**src/rtl/crc_engine.sv**
```systemverilog
// crc_engine: parametrised bit-serial CRC engine (augmented shift-in division,
// MSB first, one bit per clock).
//
// Ports:
//   clk, rst            clock, synchronous active-high reset
//   clr                 synchronous abort, reloads INIT and drops the frame
//   in_valid/in_ready   beat handshake; in_data (DATA_W), in_last, mode
//   out_valid           one-cycle result strobe
//   out_crc, out_ok     final remainder and check result, held until next result
//   busy                frame in progress
//
// Build option: CRC_CHECK_EN compiles in check mode (mode sampling and out_ok).
// Without it mode is ignored and out_ok stays 0.
module crc_engine #(
  parameter int unsigned       CRC_W  = 8,
  parameter logic [CRC_W-1:0]  POLY   = CRC_W'(32'h31),
  parameter logic [CRC_W-1:0]  INIT   = '0,
  parameter int unsigned       DATA_W = 8
) (
  input  logic              clk,
  input  logic              rst,
  input  logic              clr,
  input  logic              in_valid,
  output logic              in_ready,
  input  logic [DATA_W-1:0] in_data,
  input  logic              in_last,
  input  logic              mode,
  output logic              out_valid,
  output logic [CRC_W-1:0]  out_crc,
  output logic              out_ok,
  output logic              busy
);

  localparam int unsigned CNT_MAX = (DATA_W > CRC_W) ? DATA_W : CRC_W;
  localparam int unsigned CNT_W   = (CNT_MAX > 1) ? $clog2(CNT_MAX) : 1;

  typedef enum logic [1:0] {
    ACCEPT = 2'd0,
    SHIFT  = 2'd1,
    FLUSH  = 2'd2,
    DONE   = 2'd3
  } state_e;

  state_e              state_q, state_d;
  logic [CRC_W-1:0]    rem;
  logic [DATA_W-1:0]   sr;
  logic [CNT_W-1:0]    bitcnt;
  logic                last_q;
  logic                first_q;
  logic                hs;
  logic                cnt_zero;

`ifdef CRC_CHECK_EN
  logic                mode_q;
`else
  logic                unused_mode;
  assign unused_mode = mode;
`endif

  // One step of polynomial division: shift in a bit, subtract POLY on carry-out.
  function automatic logic [CRC_W-1:0] crc_step(input logic [CRC_W-1:0] r,
                                                input logic             b);
    return {r[CRC_W-2:0], b} ^ (r[CRC_W-1] ? POLY : '0);
  endfunction

  assign hs       = in_valid & in_ready;
  assign cnt_zero = (bitcnt == '0);

  // State register
  always_ff @(posedge clk) begin
    if (rst) state_q <= ACCEPT;
    else     state_q <= state_d;
  end

  // Next-state logic
  always_comb begin
    state_d = state_q;
    if (clr) begin
      state_d = ACCEPT;
    end else begin
      unique case (state_q)
        ACCEPT: if (hs)       state_d = SHIFT;
        SHIFT:  if (cnt_zero) state_d = last_q ? FLUSH : ACCEPT;
        FLUSH:  if (cnt_zero) state_d = DONE;
        DONE:                 state_d = ACCEPT;
        default:              state_d = ACCEPT;
      endcase
    end
  end

  // Combinational status outputs
  always_comb begin
    in_ready = 1'b0;
    busy     = 1'b0;
    in_ready = !rst && !clr && (state_q == ACCEPT);
    busy     = (state_q != ACCEPT) || !first_q;
  end

  // Datapath and registered results
  always_ff @(posedge clk) begin
    if (rst || clr) begin
      rem       <= INIT;
      sr        <= '0;
      bitcnt    <= '0;
      last_q    <= 1'b0;
      first_q   <= 1'b1;
      out_valid <= 1'b0;
      out_crc   <= '0;
      out_ok    <= 1'b0;
`ifdef CRC_CHECK_EN
      mode_q    <= 1'b0;
`endif
    end else begin
      out_valid <= 1'b0;
      unique case (state_q)
        ACCEPT: begin
          if (hs) begin
            sr      <= in_data;
            last_q  <= in_last;
            first_q <= 1'b0;
            bitcnt  <= CNT_W'(DATA_W - 1);
`ifdef CRC_CHECK_EN
            if (first_q) mode_q <= mode;
`endif
          end
        end
        SHIFT: begin
          rem <= crc_step(rem, sr[DATA_W-1]);
          sr  <= sr << 1;
          // Preload the flush count on the last data bit; harmless if not last.
          bitcnt <= cnt_zero ? CNT_W'(CRC_W - 1) : bitcnt - CNT_W'(1);
        end
        FLUSH: begin
          rem    <= crc_step(rem, 1'b0);
          bitcnt <= bitcnt - CNT_W'(1);
        end
        DONE: begin
          out_valid <= 1'b1;
          out_crc   <= rem;
`ifdef CRC_CHECK_EN
          out_ok    <= mode_q && (rem == '0);
`else
          out_ok    <= 1'b0;
`endif
          rem       <= INIT;
          first_q   <= 1'b1;
        end
        default: ;
      endcase
    end
  end

endmodule
```
**config.mk**
```make
export PLATFORM = sky130hd
export DESIGN_NAME = crc_engine
export DESIGN_NICKNAME = d
export VERILOG_FILES = /design/src/rtl/crc_engine.sv
export SDC_FILE = /design/constraint.sdc
export NUM_CORES = 1
export LEC_CHECK = 0
export CELL_PAD_IN_SITES_DETAIL_PLACEMENT = 1
export CELL_PAD_IN_SITES_GLOBAL_PLACEMENT = 1
export CORE_AREA = 2 2 76 78
export CTS_BUF_LIST = sky130_fd_sc_hd__clkbuf_16
export CTS_CLUSTER_SIZE = 10
export DETAILED_ROUTE_END_ITERATION = 6
export DIE_AREA = 0 0 78 80
export PLACE_DENSITY = 0.64
export SETUP_SLACK_MARGIN = 0.15
export SLEW_MARGIN = 25
export SYNTH_ARGS = -nofsm -noshare
export SYNTH_HDL_FRONTEND = slang
export SYNTH_SLANG_ARGS = --single-unit
```
**constraint.sdc**
```tcl
create_clock -name clk -period 1.95 [get_ports clk]
set_input_delay 0.39 -clock clk [delete_from_list [all_inputs] [get_ports clk]]
set_output_delay 0.39 -clock clk [all_outputs]
set_load 0.05 [all_outputs]
```
==> metrics, run 1 <==
die width 78 um; crit path launch clr; io pins 26; Yosys reg bits 32; CTS tree built; Distinct cells, synth 37; Fmax 564 MHz; Hold Fails Final Rpt 0; I/O Buffers 23; Slew Viols, Final 0; utilization after layout 39.6%; crit path time final 1.77 ns; DRT iter0 DRCs 36; Die H 80 um; LEAKAGE 0.818 nW; grt ovf 0; async set or reset register ratio after synthesis 0%; largest net degree at the start of global routing 18; Sink Count 32; max-cap viol count 0; drt total wl 3600 um; Max FO, Critical Path 4; DRC violations left 0; # diodes 0; worst-margin pin slew 0.579 ns; Top Layer Used met4; commonest non-fill, non-tap cell in the layout dfxtp_1; Placed Instance Area 1960 um^2; # setup viols final 0; Routed met3 length 114 um; Mapped Avg Cell Area 8.91 um^2; Net Count, Synth 199; status finished, final reports clean; Setup crit start kind input pin; Inst Count DP 271; TritonCTS buffer count 5; share of layout cells above drive strength 1 14.5%; routed wl met2 1620 um; PD cells 793 nW/um^2; synth warn 0; Worst Hold Launch last_q; postcts setup bufs 0; Avg WL per Cell 12.9 um; crit path kind in2out; RSZ-0062 raised after global routing yes; commonest register cell after synthesis dfxtp_1; worst reg2reg startpoint state_q[0]; gp weighted congestion 0.776; post-DP HPWL 2620 um; met1 wire length 1790 um; commonest cells after routing, fill and taps aside 31 x dfxtp_1, 18 x mux2i_1, 14 x nand2_1, 14 x nor3_1; cell area after synthesis 1590 um^2; # nets final 227; Clock Path Buffers 2; Clock Tree Root clkbuf_16; first-pass GRT wire length 6290 um; clock skew 0.00252 ns; Core Area 5410 um^2; Seq/Total Area, Yosys 40.4%; Vias 1319; critical path arrival 1.38 ns; Final Instance Area 2140 um^2; Initial DRT Pass Iterations 4; Layout area overhead 35.0%; Post-DRT Antenna Nets 0; gate count of the mapped netlist 178; final worst path period share 90.9%; setup_tns 0 ns; worst-skew pair later-pin latency 0.27 ns; Critical Path End Type output port; worst relative slew slack 61.2%; cts hold-fix bufs 0; vias per cell 4.73; H-tree levels 2; vias in the first global route 1355; cell row count 27; CTS clk-pin slew, worst paths 0.05 ns; number of synthesized flops with an enable pin 0; CP required 1.56 ns; fin cells 279; Hold Path Class reg2reg; Total GRT Usage 12.8%; maximum vdd drop 392 uV; Die ar. 6240 um^2; antenna violations before repair 0; starting density of the core 29.4%
registers in the layout, summed over array words and instances, names as in the netlist, named ones only:
register / cells
bitcnt: 3
first_q: 1
last_q: 1
out_crc: 8
out_valid: 1
rem: 8
sr: 8
state_q: 1
timing repair:
action                                  in CTS  in global routing
pin swaps                                    0                  0
resized for setup                           11                  4
endpoints found under the setup margin      15                  4
cell families (layout without fill, tap and decap cells):
logic type	Yosys count	in the layout	synth area share, %
other	1	1	0.236
and+or+nand+nor	66	66	22.6
adders and majority gates	7	7	5.52
DFF	32	32	40.4
xor gates and xnor gates	2	2	1.10
AOI/OAI and AO/OA	32	32	13.5
buffers and inverters	20	49	5.28
muxes	18	18	11.4
cell usage after synthesis (2+ instances only):
cell type	n	share of area, %
a221oi_1	2	1.1
nand3_1	2	0.63
a21oi_1	12	3.8
or3_1	3	1.2
clkbuf_1	7	1.7
nor2_1	13	3.1
dfxtp_1	32	40
a31oi_1	2	0.79
o21a_1	7	3.3
nor3_1	14	4.4
nand2_1	14	3.3
buf_2	4	1.3
nor2b_1	3	1.2
xnor2_1	2	1.1
ha_1	7	5.5
o21ai_0	3	0.95
or3b_1	4	2.2
nand2b_1	2	0.79
or2_2	2	0.79
and2_1	2	0.79
inv_1	8	1.9
mux2i_1	18	11
power breakdown:
group	internal, mW	switching, mW
clock	0.593	0.270
combinational	0.0816	0.0825
sequential	0.665	0.00699
total	1.34	0.359
routing by layer:
layer / up-vias / global-route usage (%)
li1: 685 / -
met1: 609 / 16.4
met2: 19 / 20.1
met3: 6 / 3.39
met4: 0 / 5.79
met5: - / 0
per-stage QoR:
step,total power [mW],hold slack [ns],setup slack (ns)
after floorplan,0.778,0.432,0.246
after global placement,0.847,0.453,0.0447
after detailed placement,0.848,0.456,0.0420
after CTS,1.72,0.464,0.149
after global routing,1.76,0.496,0.142
final,1.70,0.461,0.177
area by class of cell:
cell class                 instances  area (um^2)
fill                             640         3260
multi-input combinational        126          878
sequential                        32          642
timing repair buffer              33          339
clock buffer                       5          125
tap                               72         90.1
clock inverter                     3         37.5
inverter                           8         30.0
worst max-delay path: stages:
cell and delay, ns:
clkdlybuf4s50_1 0.56, nor2_1 0.08, and2_2 0.21, buf_12 0.15
path summary, 6_finish.rpt:
kind | end | slack (ns) | depth (start not counted)
worst min register to register | last_q | 0.46 | 2
worst min-delay path | last_q | 0.46 | 2
worst max-delay path | in_ready | 0.18 | 4
worst max register to register | flip-flop | 0.33 | 5
(Power assumes the default switching activity.)
==> run 2: changes to the inputs <==
- ABC_AREA: not set -> 1
- PLACE_DENSITY: 0.64 -> 0.66
==> metrics, run 2 <==
post-synthesis adder-cell area fraction 5.63%; DRC violations left 0; cell row count 27; worst-margin pin slew 0.506 ns; PD cells 777 nW/um^2; Net Count, Synth 235; Synth Area in XOR/XNOR 1.13%; Clock Tree Root clkbuf_16; Avg WL per Cell 11.8 um; commonest register cell after synthesis dfxtp_1; gate count of the mapped netlist 214; drt total wl 3740 um; Hold Path Cell Cnt 2; Seq pwr share 42.1%; largest family of logic cells by synthesized area simple AND/OR/NAND/NOR gates; first-pass GRT wire length 6270 um; DP Worst Slack 0.137 ns; setup_tns 0 ns; status finished, final reports clean; Layout area overhead 31.4%; gp weighted congestion 0.733; antenna violations before repair 0; grt ovf 0; Final Instance Area 2040 um^2; final worst path period share 89.7%; slowest stage cell, crit path clkdlybuf4s50_1; Worst Hold Launch out_crc[5]; async set or reset register ratio after synthesis 0%; Setup crit start kind flip-flop; sw power 0.387 mW; Clk pwr share 47.6%; r2r worst-path depth 5; die width 78 um; Core Area 5410 um^2; Yosys reg bits 32; postcts setup bufs 0; WHS Endpoint out_crc[5]; cell area after synthesis 1560 um^2; worst relative slew slack 66.2%; largest area contributor in the netlist dfxtp_1; synth cell count leaders 71 x nand2_1, 32 x dfxtp_1, 25 x nor2_1; worst path buffer plus inverter count 1; I/O Buffers 23; share of the synthesized area in the top cell type 41.2%; Mapped Avg Cell Area 7.27 um^2; post-DP HPWL 2640 um; Seq/Total Area, Yosys 41.2%; Initial DRT Pass Iterations 4; worst-skew pair later-pin latency 0.28 ns; fin cells 316; Compound-Gate Fraction of Synth Area 13.6%; # nets final 264; reg2reg end bitcnt[1]; Post-DRT Antenna Nets 0; CTS clk-pin slew, worst paths 0.06 ns; max-cap viol count 0; worst reg2reg startpoint state_q[0]; overall power 1.59 mW; CP required 1.56 ns; vias per cell 4.43; Vias 1401; simple logic cell fraction of the synthesized area 30.4%; commonest non-fill, non-tap cell in the layout nand2_1; Critical Path End Type output port; number of synthesized flops with an enable pin 0; Hold Path Class reg2reg; share of layout cells above drive strength 1 14.8%; Die H 80 um; family with the most delay on the worst path buffers and inverters; # fillers 685; final worst slack 0.202 ns; sw frac 24.4%; Fmax 572 MHz; Die ar. 6240 um^2; TritonCTS buffer count 5; # diodes 0; Sink Count 32; max incr delay on CP 0.79 ns; DRT iter0 DRCs 56; maximum vdd drop 352 uV; H-tree levels 2; CTS tree built; Clock Path Buffers 2; Internal Power 1.20 mW; clock skew 0.00609 ns; Comb power frac 10.3%; Hold Fails Final Rpt 0; critical path arrival 1.36 ns; Slew Viols, Final 0; Max FO, Critical Path 1; starting density of the core 28.8%; post-synthesis mux area share 0%; synth warn 0; Total GRT Usage 12.8%; LEAKAGE 0.896 nW; commonest cells after routing, fill and taps aside 71 x nand2_1, 32 x dfxtp_1, 24 x nor2_1; Distinct cells, synth 24; r2r setup slk 0.41 ns; RSZ-0062 raised after global routing yes; Placed Instance Area 1890 um^2; io pins 26; Largest regs out_crc x8, rem x8, sr x8; top-count cell post-synth nand2_1; vias in the first global route 1379; Inst Count DP 308; # setup viols final 0; CP cell instances clkdlybuf4s50_1; largest cells by area after synthesis dfxtp_1 41%, nand2_1 17%, a21oi_1 6.4%; crit path kind reg2out; crit path time final 1.75 ns; largest net degree at the start of global routing 21
## run 2: metrics by stage
step	hold slack, ns	util [%]
floorplan	0.444	-
finish	0.458	37.8
global route	0.473	37.8
detailed placement	0.456	35.0
CTS	0.462	37.6
global placement	0.450	35.0
## run 2: worst max path at each step
stage / depth (start not counted) / start / to
floorplan: 4 / state_q[0] / in_ready
global placement: 5 / clr / in_ready
detailed placement: 8 / clr / bitcnt[0]
CTS: 1 / out_crc[2] / out_crc[2]
global route: 5 / state_q[0] / in_ready
finish: 1 / out_valid / out_valid
## run 2: repair_timing
item                       CTS  global route
setup endpoints to repair    7             4
gates resized for setup      8             4
hold buffers                 0             0
## run 2: final cells by class
type	count	area (um^2)	share of cell area [%]
inverter	18	70.1	3.43
clock inverter	3	18.8	0.918
multi-input combinational	157	803	39.3
timing repair buffer	29	297	14.5
tap	72	90.1	4.41
sequential	32	641	31.3
clock buffer	5	125	6.12
## run 2: cells by family (layout without fill, tap and decap cells)
family,count (synthesis),after routing
AO/OA/AOI/OAI,36,36
XOR/XNOR,2,2
adder cells (fa/ha/maj),7,7
buffers and inverters,25,55
flip-flops,32,32
other,1,1
AND/OR/NAND/NOR,111,111
## run 2: power groups by stage
| stage | clock (mW) | combinational (mW) | sequential, mW |
|---|---|---|---|
| floorplan | 0 | 0.0987 | 0.682 |
| global placement | 0 | 0.161 | 0.683 |
| detailed placement | 0 | 0.162 | 0.683 |
| CTS | 0.778 | 0.164 | 0.669 |
| global route | 0.802 | 0.180 | 0.670 |
| finish | 0.757 | 0.163 | 0.669 |
## run 2: routing by layer
metal	track usage [%]	part of all wire, %	up-vias
met5	0	0	-
met4	4.74	1.5	0
met3	3.05	3.1	6
met2	21.1	47	21
met1	16.1	49	645
li1	-	-	729
## run 2: worst min-delay path: stages (launching register included)
cell and delay (ns):
dfxtp_1 0.30, nand2_1 0.06, a21oi_1 0.05
